--- src/rtl/mem_port_arbiter_if.sv ---
// Request/grant/rvalid bundle for the fetch, data and memory sides of mem_port_arbiter.
// The slave modport is the arbiter's view; master is the view of whatever drives it.
interface mem_port_arbiter_if;
  logic        instr_req_i;
  logic [31:0] instr_addr_i;
  logic        instr_gnt_o;
  logic        instr_rvalid_o;
  logic [31:0] instr_rdata_o;
  logic        instr_err_o;

  logic        data_req_i;
  logic        data_we_i;
  logic [3:0]  data_be_i;
  logic [31:0] data_addr_i;
  logic [31:0] data_wdata_i;
  logic        data_gnt_o;
  logic        data_rvalid_o;
  logic [31:0] data_rdata_o;
  logic        data_err_o;

  logic        mem_req_o;
  logic        mem_we_o;
  logic [3:0]  mem_be_o;
  logic [31:0] mem_addr_o;
  logic [31:0] mem_wdata_o;
  logic        mem_gnt_i;
  logic        mem_rvalid_i;
  logic [31:0] mem_rdata_i;
  logic        mem_err_i;

  modport slave (
    input  instr_req_i, instr_addr_i,
    output instr_gnt_o, instr_rvalid_o, instr_rdata_o, instr_err_o,
    input  data_req_i, data_we_i, data_be_i, data_addr_i, data_wdata_i,
    output data_gnt_o, data_rvalid_o, data_rdata_o, data_err_o,
    output mem_req_o, mem_we_o, mem_be_o, mem_addr_o, mem_wdata_o,
    input  mem_gnt_i, mem_rvalid_i, mem_rdata_i, mem_err_i
  );

  modport master (
    output instr_req_i, instr_addr_i,
    input  instr_gnt_o, instr_rvalid_o, instr_rdata_o, instr_err_o,
    output data_req_i, data_we_i, data_be_i, data_addr_i, data_wdata_i,
    input  data_gnt_o, data_rvalid_o, data_rdata_o, data_err_o,
    input  mem_req_o, mem_we_o, mem_be_o, mem_addr_o, mem_wdata_o,
    output mem_gnt_i, mem_rvalid_i, mem_rdata_i, mem_err_i
  );
endinterface

--- src/rtl/mem_port_arbiter.sv ---
// Shares one req/gnt/rvalid memory port between instruction fetch and data access.
// A source-tag FIFO steers in-order responses back to the requester that issued them.
module mem_port_arbiter #(
  parameter int MaxOutstanding = 2,
  parameter bit DataFirst      = 1'b1
) (
  input  logic                    CLK,
  input  logic                    RST_N,
  mem_port_arbiter_if.slave       bus,
  output logic [2:0]              outstanding_o,
  output logic                    protocol_err_o
);

  typedef enum logic [1:0] {
    IDLE   = 2'd0,
    LOCK_I = 2'd1,
    LOCK_D = 2'd2
  } state_e;

  state_e      state_q, state_d;
  logic        last_data_q, last_data_d;
  logic [1:0]  wr_ptr_q, wr_ptr_d;
  logic [1:0]  rd_ptr_q, rd_ptr_d;
  logic [2:0]  count_q, count_d;
  logic        proto_err_q, proto_err_d;
  logic        tag_mem_q [4];

  logic        full, empty;
  logic        owner_data, owner_req;
  logic        mem_req, gnt, push, pop, head_data;

  function automatic logic [1:0] ptr_inc(input logic [1:0] p);
    return (p == 2'(MaxOutstanding - 1)) ? 2'd0 : p + 2'd1;
  endfunction

  assign full      = (count_q == 3'(MaxOutstanding));
  assign empty     = (count_q == 3'd0);
  assign head_data = tag_mem_q[rd_ptr_q];

  // NOTE: every always_comb output gets a default first so no path leaves it unassigned (no latch).
  always_comb begin
    state_d    = state_q;
    owner_data = 1'b0;
    owner_req  = 1'b0;

    unique case (state_q)
      IDLE: begin
        if (!full) begin
          // On a tie the side not granted most recently wins.
          if (bus.data_req_i && (!bus.instr_req_i || !last_data_q)) begin
            owner_data = 1'b1;
            owner_req  = 1'b1;
          end else if (bus.instr_req_i) begin
            owner_req  = 1'b1;
          end
        end
      end
      LOCK_I: owner_req = bus.instr_req_i;
      LOCK_D: begin
        owner_data = 1'b1;
        owner_req  = bus.data_req_i;
      end
      default: ;
    endcase

    mem_req = owner_req && !full;
    gnt     = mem_req && bus.mem_gnt_i;
    push    = gnt;
    pop     = bus.mem_rvalid_i && !empty;

    // A locked request blocked by a full FIFO keeps its lock until it is granted.
    if (mem_req && !gnt)        state_d = owner_data ? LOCK_D : LOCK_I;
    else if (gnt || !owner_req) state_d = IDLE;

    last_data_d = push ? owner_data : last_data_q;
    wr_ptr_d    = push ? ptr_inc(wr_ptr_q) : wr_ptr_q;
    rd_ptr_d    = pop  ? ptr_inc(rd_ptr_q) : rd_ptr_q;
    count_d     = count_q + {2'b00, push} - {2'b00, pop};
    proto_err_d = proto_err_q || (bus.mem_rvalid_i && empty);
  end

  assign bus.mem_req_o      = mem_req;
  assign bus.mem_we_o       = owner_data ? bus.data_we_i    : 1'b0;
  assign bus.mem_be_o       = owner_data ? bus.data_be_i    : 4'hF;
  assign bus.mem_addr_o     = owner_data ? bus.data_addr_i  : bus.instr_addr_i;
  assign bus.mem_wdata_o    = owner_data ? bus.data_wdata_i : 32'h0;

  assign bus.instr_gnt_o    = gnt && !owner_data;
  assign bus.data_gnt_o     = gnt &&  owner_data;
  assign bus.instr_rvalid_o = pop && !head_data;
  assign bus.data_rvalid_o  = pop &&  head_data;
  assign bus.instr_rdata_o  = bus.mem_rdata_i;
  assign bus.data_rdata_o   = bus.mem_rdata_i;
  assign bus.instr_err_o    = bus.mem_err_i;
  assign bus.data_err_o     = bus.mem_err_i;

  assign outstanding_o      = count_q;
  assign protocol_err_o     = proto_err_q;

  // NOTE: sequential state uses non-blocking assignments so all registers update from pre-edge values.
  always_ff @(posedge CLK) begin
    if (!RST_N) begin
      state_q     <= IDLE;
      last_data_q <= ~DataFirst;
      wr_ptr_q    <= 2'd0;
      rd_ptr_q    <= 2'd0;
      count_q     <= 3'd0;
      proto_err_q <= 1'b0;
    end else begin
      state_q     <= state_d;
      last_data_q <= last_data_d;
      wr_ptr_q    <= wr_ptr_d;
      rd_ptr_q    <= rd_ptr_d;
      count_q     <= count_d;
      proto_err_q <= proto_err_d;
    end
  end

  // NOTE: tag storage is not reset; an entry is only read after it was written, and the count gates reads.
  always_ff @(posedge CLK) begin
    if (push) tag_mem_q[wr_ptr_q] <= owner_data;
  end

endmodule

--- src/flat_wrapper.sv ---
// flat-port wrapper written by rule: the top's interface ports become plain ports
module mem_port_arbiter_flat 
#(
  parameter int MaxOutstanding = 2,
  parameter bit DataFirst      = 1'b1
)
  (CLK, RST_N, outstanding_o, protocol_err_o, bus_instr_req_i, bus_instr_addr_i, bus_instr_gnt_o, bus_instr_rvalid_o, bus_instr_rdata_o, bus_instr_err_o, bus_data_req_i, bus_data_we_i, bus_data_be_i, bus_data_addr_i, bus_data_wdata_i, bus_data_gnt_o, bus_data_rvalid_o, bus_data_rdata_o, bus_data_err_o, bus_mem_req_o, bus_mem_we_o, bus_mem_be_o, bus_mem_addr_o, bus_mem_wdata_o, bus_mem_gnt_i, bus_mem_rvalid_i, bus_mem_rdata_i, bus_mem_err_i);
  mem_port_arbiter_if bus_i ();
  input  logic CLK;
  input  logic RST_N;
  output logic [2:0] outstanding_o;
  output logic protocol_err_o;
  input wire logic [$bits(bus_i.instr_req_i)-1:0] bus_instr_req_i;
  input wire logic [$bits(bus_i.instr_addr_i)-1:0] bus_instr_addr_i;
  output wire logic [$bits(bus_i.instr_gnt_o)-1:0] bus_instr_gnt_o;
  output wire logic [$bits(bus_i.instr_rvalid_o)-1:0] bus_instr_rvalid_o;
  output wire logic [$bits(bus_i.instr_rdata_o)-1:0] bus_instr_rdata_o;
  output wire logic [$bits(bus_i.instr_err_o)-1:0] bus_instr_err_o;
  input wire logic [$bits(bus_i.data_req_i)-1:0] bus_data_req_i;
  input wire logic [$bits(bus_i.data_we_i)-1:0] bus_data_we_i;
  input wire logic [$bits(bus_i.data_be_i)-1:0] bus_data_be_i;
  input wire logic [$bits(bus_i.data_addr_i)-1:0] bus_data_addr_i;
  input wire logic [$bits(bus_i.data_wdata_i)-1:0] bus_data_wdata_i;
  output wire logic [$bits(bus_i.data_gnt_o)-1:0] bus_data_gnt_o;
  output wire logic [$bits(bus_i.data_rvalid_o)-1:0] bus_data_rvalid_o;
  output wire logic [$bits(bus_i.data_rdata_o)-1:0] bus_data_rdata_o;
  output wire logic [$bits(bus_i.data_err_o)-1:0] bus_data_err_o;
  output wire logic [$bits(bus_i.mem_req_o)-1:0] bus_mem_req_o;
  output wire logic [$bits(bus_i.mem_we_o)-1:0] bus_mem_we_o;
  output wire logic [$bits(bus_i.mem_be_o)-1:0] bus_mem_be_o;
  output wire logic [$bits(bus_i.mem_addr_o)-1:0] bus_mem_addr_o;
  output wire logic [$bits(bus_i.mem_wdata_o)-1:0] bus_mem_wdata_o;
  input wire logic [$bits(bus_i.mem_gnt_i)-1:0] bus_mem_gnt_i;
  input wire logic [$bits(bus_i.mem_rvalid_i)-1:0] bus_mem_rvalid_i;
  input wire logic [$bits(bus_i.mem_rdata_i)-1:0] bus_mem_rdata_i;
  input wire logic [$bits(bus_i.mem_err_i)-1:0] bus_mem_err_i;
  assign bus_i.instr_req_i = bus_instr_req_i;
  assign bus_i.instr_addr_i = bus_instr_addr_i;
  assign bus_instr_gnt_o = bus_i.instr_gnt_o;
  assign bus_instr_rvalid_o = bus_i.instr_rvalid_o;
  assign bus_instr_rdata_o = bus_i.instr_rdata_o;
  assign bus_instr_err_o = bus_i.instr_err_o;
  assign bus_i.data_req_i = bus_data_req_i;
  assign bus_i.data_we_i = bus_data_we_i;
  assign bus_i.data_be_i = bus_data_be_i;
  assign bus_i.data_addr_i = bus_data_addr_i;
  assign bus_i.data_wdata_i = bus_data_wdata_i;
  assign bus_data_gnt_o = bus_i.data_gnt_o;
  assign bus_data_rvalid_o = bus_i.data_rvalid_o;
  assign bus_data_rdata_o = bus_i.data_rdata_o;
  assign bus_data_err_o = bus_i.data_err_o;
  assign bus_mem_req_o = bus_i.mem_req_o;
  assign bus_mem_we_o = bus_i.mem_we_o;
  assign bus_mem_be_o = bus_i.mem_be_o;
  assign bus_mem_addr_o = bus_i.mem_addr_o;
  assign bus_mem_wdata_o = bus_i.mem_wdata_o;
  assign bus_i.mem_gnt_i = bus_mem_gnt_i;
  assign bus_i.mem_rvalid_i = bus_mem_rvalid_i;
  assign bus_i.mem_rdata_i = bus_mem_rdata_i;
  assign bus_i.mem_err_i = bus_mem_err_i;
  mem_port_arbiter #(.MaxOutstanding(MaxOutstanding), .DataFirst(DataFirst)) u_core (.CLK(CLK), .RST_N(RST_N), .bus(bus_i), .outstanding_o(outstanding_o), .protocol_err_o(protocol_err_o));
endmodule
--- config.mk ---
export PLATFORM = sky130hd
export DESIGN_NAME = mem_port_arbiter_flat
export DESIGN_NICKNAME = d
export VERILOG_FILES = /design/src/rtl/mem_port_arbiter_if.sv /design/src/rtl/mem_port_arbiter.sv /design/src/flat_wrapper.sv
export SDC_FILE = /design/constraint.sdc
export NUM_CORES = 1
export LEC_CHECK = 0
export CAP_MARGIN = 20
export CORE_AREA = 2 2 109 111
export DETAILED_ROUTE_END_ITERATION = 10
export DIE_AREA = 0 0 111 113
export PLACE_DENSITY = 0.66
export SETUP_SLACK_MARGIN = 0.3
export SLEW_MARGIN = 20
export SYNTH_ARGS = -nofsm -noshare
export SYNTH_HDL_FRONTEND = slang
export SYNTH_SLANG_ARGS = --single-unit
--- constraint.sdc ---
create_clock -name CLK -period 2.9 [get_ports CLK]
set_input_delay 0.29 -clock CLK [delete_from_list [all_inputs] [get_ports CLK]]
set_output_delay 0.29 -clock CLK [all_outputs]
set_load 0.03 [all_outputs]
==> impl_metrics.yaml, run 1 <==
outcome:
  status: "complete, no violations"
critical_path:
  critPathKind: "reg -> out"
  required_ns: 2.61
  cp_max_fo: 41
  cp-start-kind: "flop"
  arrival_ns: 2.23
  cp-end-kind: "primary output"
routing:
  wl_met3_um: 558
  drt_first_iter_violations: 16
  routed_via_density: 3.78
  postRouteAntennaNets: 0
  wl_met2_um: 2750
  highest_layer: "met4"
  drt_first_pass_iters: 4
  routedLengthMet1_um: 2370
  routed_wl_um: 5750
  num_vias: 1797
  drc_errors: 0
  wl_per_cell_um: 12.1
flow_run:
  maxCapViolations: 0
clock_tree:
  ctsHoldBuffers: 0
  clk_pin_slew_ns: 0.05
  root_buffer: "clkbuf_16"
  clock_sinks: 17
  clockBufferDepth: 2
  clock_latency_ns: 0.25
  cts_tree: "done"
  htreeDepth: 1
  postCtsSetupBuffers: 0
  numCtsBuffers: 3
global_routing:
  grt_antenna_before_repair: 0
  grt_pass1_vias: 1854
  grt_first_pass_wirelength_um: 9200
  grt_max_degree: 42
  grt_remaining_overflow: 0
  track_usage: 0.0858
placement:
  placedCellCount: 471
  numPortBuffers: 184
  dp_hpwl_um: 4960
  routabilityCongestion: 0.770
synthesis:
  synth-adder-area-share: 0.0226
  synthArstFlopShare: 0
  netlist_instances: 214
  synth-edff-count: 4
  ys_warn_count: 0
  synth_xor_area_frac: 0.0176
  synth_cell_types: 30
  synthTopCellsByCount: "buf_4 (66), and2_1 (40), mux2_4 (30)"
  syn_avg_cell_area_um2: 9.30
  synth_top_family_by_area: "buffers and inverters"
  ys_top_cells_by_area: "buf_4 (25%), mux2_4 (23%), dfxtp_1 (13%)"
  synth_compound_area_frac: 0.0277
  synthSimpleGateAreaFrac: 0.200
  syn-cell-area_mm2: 0.00199
  muxShareOfSynthArea: 0.249
  ys_seq_area_frac: 0.191
  synth_area_leader_cell: "buf_4"
  yosysMostFrequentCell: "buf_4"
  synth-main-ff-cell: "dfxtp_1"
  ys_seq_elements: 17
  synth_top_area_frac: 0.249
  syn_nets: 357
die:
  die_h_um: 113
  start_util: 0.177
  die_area_mm2: 0.0125
  rows: 39
  ios: 284
  die_w_um: 111
  core-area_mm2: 0.0113
cells_and_area:
  fill_cells: 1187
  area_growth_pct: 73.5
  num_antenna_cells: 0
  fin_util: 0.306
  layout.nets: 476
  drive_above_1_share: 0.265
  final_cell_count_no_fill: 475
timing:
  rsz0062_at_grt: "no"
  setup_viol: 0
  slew_headroom: 0.769
  setup_tns_ns: 0
  worstMarginPinSlew_ns: 0.345
  finalCritPeriodShare: 0.870
  fin_crit_ns: 2.52
  timing.final.max_slew_violations: 0
  finClkSkew_ns: 0.00155
  fmax_mhz: 396
  hold_viol: 0
power:
  leakagePower_uw: 0.00151
  ir_worst_vdd_uv: 416
  power.total_uw: 2160
  power_density_mw_per_mm2: 624
worst_hold_path:
  min_path_type: "reg -> reg"
placed cells by master (no fill, tap or decap), drive strengths merged, types with 3 or more instances in the layout:
| cell | instances |
|---|---|
| inv | 8 |
| mux2 | 32 |
| nand2b | 5 |
| clkdlybuf4s50 | 114 |
| clkbuf | 3 |
| a21oi | 3 |
| nor2b | 3 |
| dfxtp | 13 |
| and2 | 40 |
| dlygate4sd2 | 22 |
| nor3 | 6 |
| buf | 49 |
| edfxtp | 4 |
| xnor2 | 4 |
| nor2 | 9 |
final timing paths:
check	startpoint	end	slack [ns]	cells past startpoint
hold / removal	u_core.rd_ptr_q[1]$_SDFFE_PN0P_	u_core.rd_ptr_q[1]$_SDFFE_PN0P_	0.43	2
hold reg to reg	u_core.rd_ptr_q[1]$_SDFFE_PN0P_	u_core.rd_ptr_q[1]$_SDFFE_PN0P_	0.43	2
setup / recovery	u_core.outstanding_o[1]$_SDFF_PN0_	bus_mem_addr_o[16]	0.38	6
setup reg to reg	u_core.outstanding_o[0]$_SDFF_PN0_	u_core.outstanding_o[2]$_SDFF_PN0_	0.62	10
logic make-up after synthesis:
family	count (synthesis)
and+or+nand+nor	68
AOI/OAI and AO/OA	8
buffers and inverters	81
DFF	17
xor gates and xnor gates	4
adders and majority gates	3
muxes	33
what timing repair did:
item / in CTS / in global routing
hold endpoints to repair: 0 / 0
resized for setup: 22 / 3
endpoints found under the setup margin: 22 / 23
area by class of cell:
type / count / area, um^2 / area share
clock buffers: 3 / 75.1 / 0.0217
multi-input cells: 116 / 1030 / 0.299
repair buffers: 187 / 1750 / 0.507
flip-flops and latches: 17 / 380 / 0.110
well taps: 143 / 179 / 0.0518
clock inverters: 1 / 5.00 / 0.00145
inverters: 8 / 30.0 / 0.00869
worst max-delay path, stage by stage, from the launching register on:
cell	delay, ns
dfxtp_1	0.38
or3b_4	0.42
a21oi_2	0.24
nor2_4	0.06
buf_12	0.18
mux2_4	0.32
dlygate4sd2_1	0.36
through the flow:
| step | area, um^2 | hold slack [ns] | worst slack [ns] |
|---|---|---|---|
| finish | 3450 | 0.428 | 0.377 |
| global route | 3450 | 0.452 | 0.315 |
| CTS | 3450 | 0.431 | 0.307 |
| detailed placement | 3400 | 0.421 | 0.0691 |
| global placement | 3400 | 0.422 | 0.138 |
| floorplan | 1990 | 0.399 | 0.525 |
report_power, final:
part / leakage (uW) / internal (uW) / switching (uW)
sequential: 0.000143 / 296 / 41.6
clock: 0.0000409 / 184 / 88.1
combinational: 0.00133 / 731 / 816
total: 0.00151 / 1210 / 945
layer usage:
layer  vias up  track usage
met1       791        0.109
li1        859            -
met5         -            0
met4         0       0.0217
met2       134        0.141
met3        13       0.0284
Note: power is estimated with default switching activity, not from simulation.
==> run 2, diff against run 1 <==
--- a/config.mk
+++ b/config.mk
@@ -6,10 +6,10 @@
 export NUM_CORES = 1
 export LEC_CHECK = 0
 export CAP_MARGIN = 20
-export CORE_AREA = 2 2 109 111
+export CORE_AREA = 4 4 108 110
 export DETAILED_ROUTE_END_ITERATION = 10
-export DIE_AREA = 0 0 111 113
-export PLACE_DENSITY = 0.66
+export DIE_AREA = 0 0 112 114
+export PLACE_DENSITY = 0.69
 export SETUP_SLACK_MARGIN = 0.3
 export SLEW_MARGIN = 20
 export SYNTH_ARGS = -nofsm -noshare
==> impl_metrics.yaml, run 2 (synthesis gave the netlist of run 1 again) <==
clock_tree:
  clockBufferDepth: 2
  root_buffer: "clkbuf_8"
  cts_repair_resize_count: 28
  ctsHoldBuffers: 0
  numCtsBuffers: 3
  htreeDepth: 1
  postCtsSetupBuffers: 0
  clk_pin_slew_ns: 0.06
  clock_latency_ns: 0.26
  cts_tree: "done"
  clock_sinks: 17
critical_path:
  required_ns: 2.61
  critPathKind: "in -> out"
  reg2reg_depth: 10
  cp_max_fo: 23
  cp-start-kind: "primary input"
  arrival_ns: 2.19
  cp-end-kind: "primary output"
cells_and_area:
  final_common_cell: "clkdlybuf4s50_1"
  num_antenna_cells: 0
  layout_common_cells: "clkdlybuf4s50_1 (113), buf_4 (45), and2_1 (40)"
  fill_cells: 1137
  final_cell_count_no_fill: 473
  fin_util: 0.321
  area_growth_pct: 72.6
  drive_above_1_share: 0.261
  layout.nets: 477
routing:
  num_vias: 1771
  postRouteAntennaNets: 0
  drt_first_iter_violations: 47
  routedLengthMet1_um: 2420
  drt_first_pass_iters: 4
  highest_layer: "met4"
  wl_met2_um: 3030
  routed_via_density: 3.74
  drc_errors: 0
  routed_wl_um: 6270
  wl_met3_um: 763
  wl_per_cell_um: 13.3
global_routing:
  track_usage: 0.0840
  grt_first_pass_wirelength_um: 9070
  grt_max_degree: 40
  grt_pass1_vias: 1790
  grt_remaining_overflow: 0
  grt_antenna_before_repair: 0
die:
  core-area_mm2: 0.0107
  die_h_um: 114
  ios: 284
  die_w_um: 112
  die_area_mm2: 0.0128
  start_util: 0.186
  rows: 38
power:
  leakagePower_uw: 0.00152
  ir_worst_vdd_uv: 409
  power_density_mw_per_mm2: 605
  power.total_uw: 2080
outcome:
  status: "complete, no violations"
worst_hold_path:
  whs_path_depth: 2
  min_path_type: "reg -> reg"
timing:
  slew_headroom: 0.765
  rsz0062_at_grt: "no"
  fin_crit_ns: 2.48
  timing.final.max_slew_violations: 0
  hold_viol: 0
  worstMarginPinSlew_ns: 0.351
  setup_tns_ns: 0
  setup_viol: 0
  finalCritPeriodShare: 0.856
  fmax_mhz: 403
  finClkSkew_ns: 0.00359
flow_run:
  maxCapViolations: 0
placement:
  placedCellCount: 469
  routabilityCongestion: 0.835
  numPortBuffers: 184
  dp_hpwl_um: 5260
-- run 2: final timing paths --
check,start,slack (ns),endpoint
max,bus_data_req_i,0.42,bus_mem_addr_o[1]
min,u_core.rd_ptr_q[1]$_SDFFE_PN0P_,0.44,u_core.rd_ptr_q[1]$_SDFFE_PN0P_
max reg2reg,u_core.outstanding_o[0]$_SDFF_PN0_,0.65,u_core.outstanding_o[2]$_SDFF_PN0_
min reg2reg,u_core.rd_ptr_q[1]$_SDFFE_PN0P_,0.44,u_core.rd_ptr_q[1]$_SDFFE_PN0P_
-- run 2: per-layer routing --
metal	GRT usage	vias to the layer above
li1	-	864
met1	0.0968	772
met2	0.143	127
met3	0.0377	8
met4	0.0216	0
met5	0	-
-- run 2: area by class of cell --
class	count	area, um^2	area share
Clock buffer	3	41.3	0.0120
Clock inverter	1	5.00	0.00146
Inverter	8	30.0	0.00874
Multi-Input combinational cell	116	1040	0.304
Sequential cell	17	380	0.111
Tap cell	140	175	0.0510
Timing Repair Buffer	188	1760	0.512
-- run 2: metrics by stage --
| stage | worst slack [ns] | hold WS [ns] | cell area (um^2) |
|---|---|---|---|
| finish | 0.418 | 0.444 | 3440 |
| global route | 0.312 | 0.470 | 3440 |
| CTS | 0.362 | 0.447 | 3420 |
| detailed placement | 0.0756 | 0.438 | 3410 |
| global placement | 0.118 | 0.417 | 3410 |
| floorplan | 0.525 | 0.399 | 1990 |
-- run 2: critical path, cell delays in order --
cell and delay [ns]:
clkdlybuf4s50_1 0.47, a21boi_2 0.24, a21oi_4 0.10, nor2_4 0.15
buf_12 0.23, buf_4 0.23, mux2_4 0.32, buf_4 0.17
-- run 2: power breakdown --
part	switching (uW)	internal (uW)	total (uW)
sequential	43.5	295	339
clock	84.1	95.5	180
combinational	823	737	1560
total	951	1130	2080
==> patch 1: new RTL, flow settings as in run 2 <==
`DataFirst` is set to 1'b1 in 2 places; all go to 1'b0.
--- a/src/rtl/mem_port_arbiter.sv
+++ b/src/rtl/mem_port_arbiter.sv
@@ -3,5 +3,5 @@
 module mem_port_arbiter #(
   parameter int MaxOutstanding = 2,
-  parameter bit DataFirst      = 1'b1
+  parameter bit DataFirst      = 1'b0
 ) (
   input  logic                    CLK,
--- a/src/flat_wrapper.sv
+++ b/src/flat_wrapper.sv
@@ -3,5 +3,5 @@
 #(
   parameter int MaxOutstanding = 2,
-  parameter bit DataFirst      = 1'b1
+  parameter bit DataFirst      = 1'b0
 )
   (CLK, RST_N, outstanding_o, protocol_err_o, bus_instr_req_i, bus_instr_addr_i, bus_instr_gnt_o, bus_instr_rvalid_o, bus_instr_rdata_o, bus_instr_err_o, bus_data_req_i, bus_data_we_i, bus_data_be_i, bus_data_addr_i, bus_data_wdata_i, bus_data_gnt_o, bus_data_rvalid_o, bus_data_rdata_o, bus_data_err_o, bus_mem_req_o, bus_mem_we_o, bus_mem_be_o, bus_mem_addr_o, bus_mem_wdata_o, bus_mem_gnt_i, bus_mem_rvalid_i, bus_mem_rdata_i, bus_mem_err_i);
Behaviour: not the same (Yosys sat finds a counterexample within 4 cycles, from zero or initial values and one cycle with RST_N low).
==> patch 1 against run 2 <==
  * Clock skew increased by 0.00086 ns
  * Area after synthesis grew 3.4%
  * Total power decreased by 2.3%
  * Non-clock buffer count did not move
  * Sequential cell count stayed put
  * Worst setup slack lost 0.042 ns
  * Via count increased by 3.6%
  * Synthesized cell count increased by 2.8%
  * Design area rose by 3.2%
  * Wire length rose by 7.3%
  * Combinational power is 3% lower
  * Utilization grew 1.0 points
  * Highest routed layer unchanged
  * Critical path depth down 2
==> patch 1: results <==
group,metric,value,unit
placed_design,pre_cts_ws,0.113,ns
global_route,met2_usage,0.149,
sta,slew_headroom,0.638,
route,drt_iter0_drc,51,
route,met3_length,867,um
worst_setup_path,crit_fanout,30,
global_route,grtUsageTotal,0.0890,
worst_setup_path,critical_path.slowest_cell,"or3b_4",
pwr,ir_drop,0.347,mV
route,dr_wl_met2,3170,um
clock_network,post_cts_resized,27,
run_status,outcome,"finished clean",
cells_and_area,nNetsFinal,482,
yosys,synth_area_leaders,"buf_4, mux2_4, dfxtp_1, and2_1, edfxtp_1",
worst_setup_path,r2r_slack,0.56,ns
cells_and_area,final_layout_size_suffix_gt1_frac,0.299,
worst_setup_path,crit_start,"u_core.outstanding_o[2]$_SDFF_PN0_",
placed_design,dp_hpwl,5870,um
global_route,grt_start_max_net_pins,45,
global_route,grt_pass1_vias,1786,
yosys,synth_nets,363,
placed_design,gp_congestion,0.752,
worst_setup_path,arrival,2.23,ns
route,wl_met1,2620,um
route,wl,6730,um
yosys,synth_common_cells,"buf_4, and2_1, mux2_4, dfxtp_1, inv_1",
global_route,use_met3,0.0387,
sta,post-route-period-util,0.870,
pwr,leakage,1.52,nW
sta,fin_worst_skew,0.00445,ns
yosys,ys_seq_area_frac,0.185,
## patch 1: where the power goes
part / internal, mW / switching (mW)
clock network: 0.0954 / 0.0845
logic: 0.729 / 0.776
registers: 0.296 / 0.0495
## patch 1: worst min-delay path, delay by kind of cell (launching register included)
| family | cells | cell delay, ns |
|---|---|---|
| simple gates | 1 | 0.05 |
| flops | 1 | 0.30 |
| compound gates | 1 | 0.04 |
## patch 1: path summary, 6_finish.rpt
path,to,depth (start not counted)
hold / removal,flip-flop,2
setup reg to reg,u_core.outstanding_o[2]$_SDFF_PN0_,9
setup / recovery,bus_mem_addr_o[14],6
hold reg to reg,flip-flop,2
## patch 1: cell type report
cell class	count	area (um^2)	share of cell area
repair buffers	188	1810	0.511
multi-input cells	120	1090	0.309
flip-flops and latches	17	382	0.108
well taps	140	175	0.0494
clock buffers	3	41.3	0.0116
inverters	9	36.3	0.0102
clock inverters	1	5.00	0.00141
## patch 1: stage by stage
stage / power (mW) / cells / cell area [um^2] / hold slack (ns) / util
4_1_cts: 2.05 / 478 / 3570 / 0.433 / 0.333
5_1_grt: 2.14 / 478 / 3540 / 0.455 / 0.331
3_5_place_dp: 1.92 / 474 / 3550 / 0.421 / 0.332
2_1_floorplan: 1.45 / 220 / 2060 / 0.399 / -
3_3_place_gp: 1.90 / 474 / 3550 / 0.419 / 0.332
6_report: 2.03 / 478 / 3540 / 0.430 / 0.331
## patch 1: cells by family (layout without fill, tap and decap cells)
logic type,count (synthesis),in the layout,share of synthesized area
AO/OA/AOI/OAI,14,14,0.0523
XOR/XNOR,3,3,0.0128
adder cells (fa/ha/maj),3,3,0.0219
buffers and inverters,83,201,0.288
flip-flops,17,17,0.185
multiplexers,34,34,0.247
AND/OR/NAND/NOR,66,66,0.193
==> patch 2: new RTL, config.mk and constraints of run 2 <==
Without the edit above. Make the reset (`RST_N`) asynchronous in one clocked block.
--- a/src/rtl/mem_port_arbiter.sv
+++ b/src/rtl/mem_port_arbiter.sv
@@ -99,5 +99,5 @@
 
   // NOTE: sequential state uses non-blocking assignments so all registers update from pre-edge values.
-  always_ff @(posedge CLK) begin
+  always_ff @(posedge CLK or negedge RST_N) begin
     if (!RST_N) begin
       state_q     <= IDLE;
Behaviour: differs if RST_N is asserted again (counterexample within 4 cycles, from zero or initial values and one cycle with RST_N low); with RST_N held inactive, the same outputs for 10 cycles.
==> patch 2 against run 2 <==
  * Sequential cell count down 2
  * Area after synthesis down 4.2%
  * Global-route usage up 4.0 points
  * Total power up 50%
  * Clock power down 6%
  * Final cell count unchanged
  * Design area up 0.44%
  * Clock skew up 0.00092 ns
  * Worst setup slack worse by 0.083 ns
  * Wire length up 37%
  * Register-to-register slack worse by 0.16 ns
  * Non-clock buffer count up 7
  * Critical path type unchanged
  * Largest power group unchanged
  * Highest routed layer unchanged
==> patch 2: results <==
group,metric,value,unit
run_status,outcome,"finished clean",
global_route,use_met3,0.0462,
cells_and_area,final_layout_size_suffix_gt1_frac,0.267,
placed_design,placed_area,0.00346,mm^2
cells_and_area,ff_latch_area,395,um^2
cells_and_area,clock_area_frac,0.0134,
cells_and_area,areaGrowthSynthToFinish,81.0,%
route,vias,1873,
sta,max_slew.worst_pin.slew,0.615,ns
global_route,grt_start_max_net_pins,26,
route,wl_met1,3870,um
route,met3_length,835,um
placed_design,gp_congestion,0.812,
route,dr_wl_met2,3880,um
yosys,synth-xor-area-share,0.0184,
worst_hold_path,hold_path.class,"in2async",
pwr,leakage,1.54,nW
pwr,p_sw_frac,0.508,
placed_design,dp_hpwl,7080,um
sta,fin_worst_skew,0.00451,ns
yosys,synthCells,209,
worst_setup_path,slowest_delay,0.70,ns
yosys,muxShareOfSynthArea,0.206,
global_route,gr-usage-met1,0.167,
yosys,yosys_most_used_dff,"dfrtp_1",
global_route,grt_first_pass_wirelength,12500,um
cells_and_area,non_clock_buffer_count,195,
global_route,met2_usage,0.200,
worst_setup_path,arrival,2.27,ns
route,routedWlPerCell,18.2,um
yosys,synth_compound_area_frac,0.0459,
==> patch 2: changes by cell type after synthesis, moves of 3 or more <==
cell	delta
mux2_4	-30
or2_2	+4
nor2_1	-3
nor2b_1	+34
nand2b_1	-4
mux2_2	+31
buf_2	+3
dfxtp_1	-13
nor3_1	-4
dfrtp_1	+11
and2_1	-39
==> patch 2: worst register-to-register path, stage by stage (launching register included) <==
cell and delay, ns:
dfrtp_1 0.40, buf_4 0.15, nor3_1 0.28, nand2b_1 0.21, inv_1 0.10, ha_1 0.29
inv_1 0.04, ha_1 0.18, fa_1 0.37, xnor2_1 0.19, xnor2_1 0.13
==> patch 2: timing repair <==
action / CTS / global route
setup buffers: 0 / 3
cloned: 1 / 1
endpoints found under the setup margin: 60 / 38
resized for setup: 56 / 59
pin swaps: 0 / 1
==> patch 2: final timing paths <==
path,startpoint,endpoint,slack (ns),cells after the start
setup reg to reg,u_core.outstanding_o[1]$_DFF_PN0_,u_core.outstanding_o[2]$_DFF_PN0_,0.49,10
max in group asynchronous,RST_N,u_core.state_q[1]$_DFFE_PN0P_,2.20,1
setup / recovery,bus_data_req_i,bus_mem_wdata_o[4],0.34,7
hold reg to reg,u_core.protocol_err_o$_DFF_PN0_,u_core.protocol_err_o$_DFF_PN0_,0.46,1
min in group CLK,u_core.protocol_err_o$_DFF_PN0_,u_core.protocol_err_o$_DFF_PN0_,0.46,1
hold / removal,RST_N,u_core.outstanding_o[0]$_DFF_PN0_,0.37,1
==> patch 2: power by group through the flow <==
stage / sequential [mW] / combinational, mW / clock [mW]
after floorplan: 0.410 / 1.66 / 0
after global placement: 0.354 / 2.61 / 0
after detailed placement: 0.359 / 2.62 / 0
after CTS: 0.355 / 2.54 / 0.174
after global routing: 0.362 / 2.75 / 0.184
final: 0.353 / 2.59 / 0.170
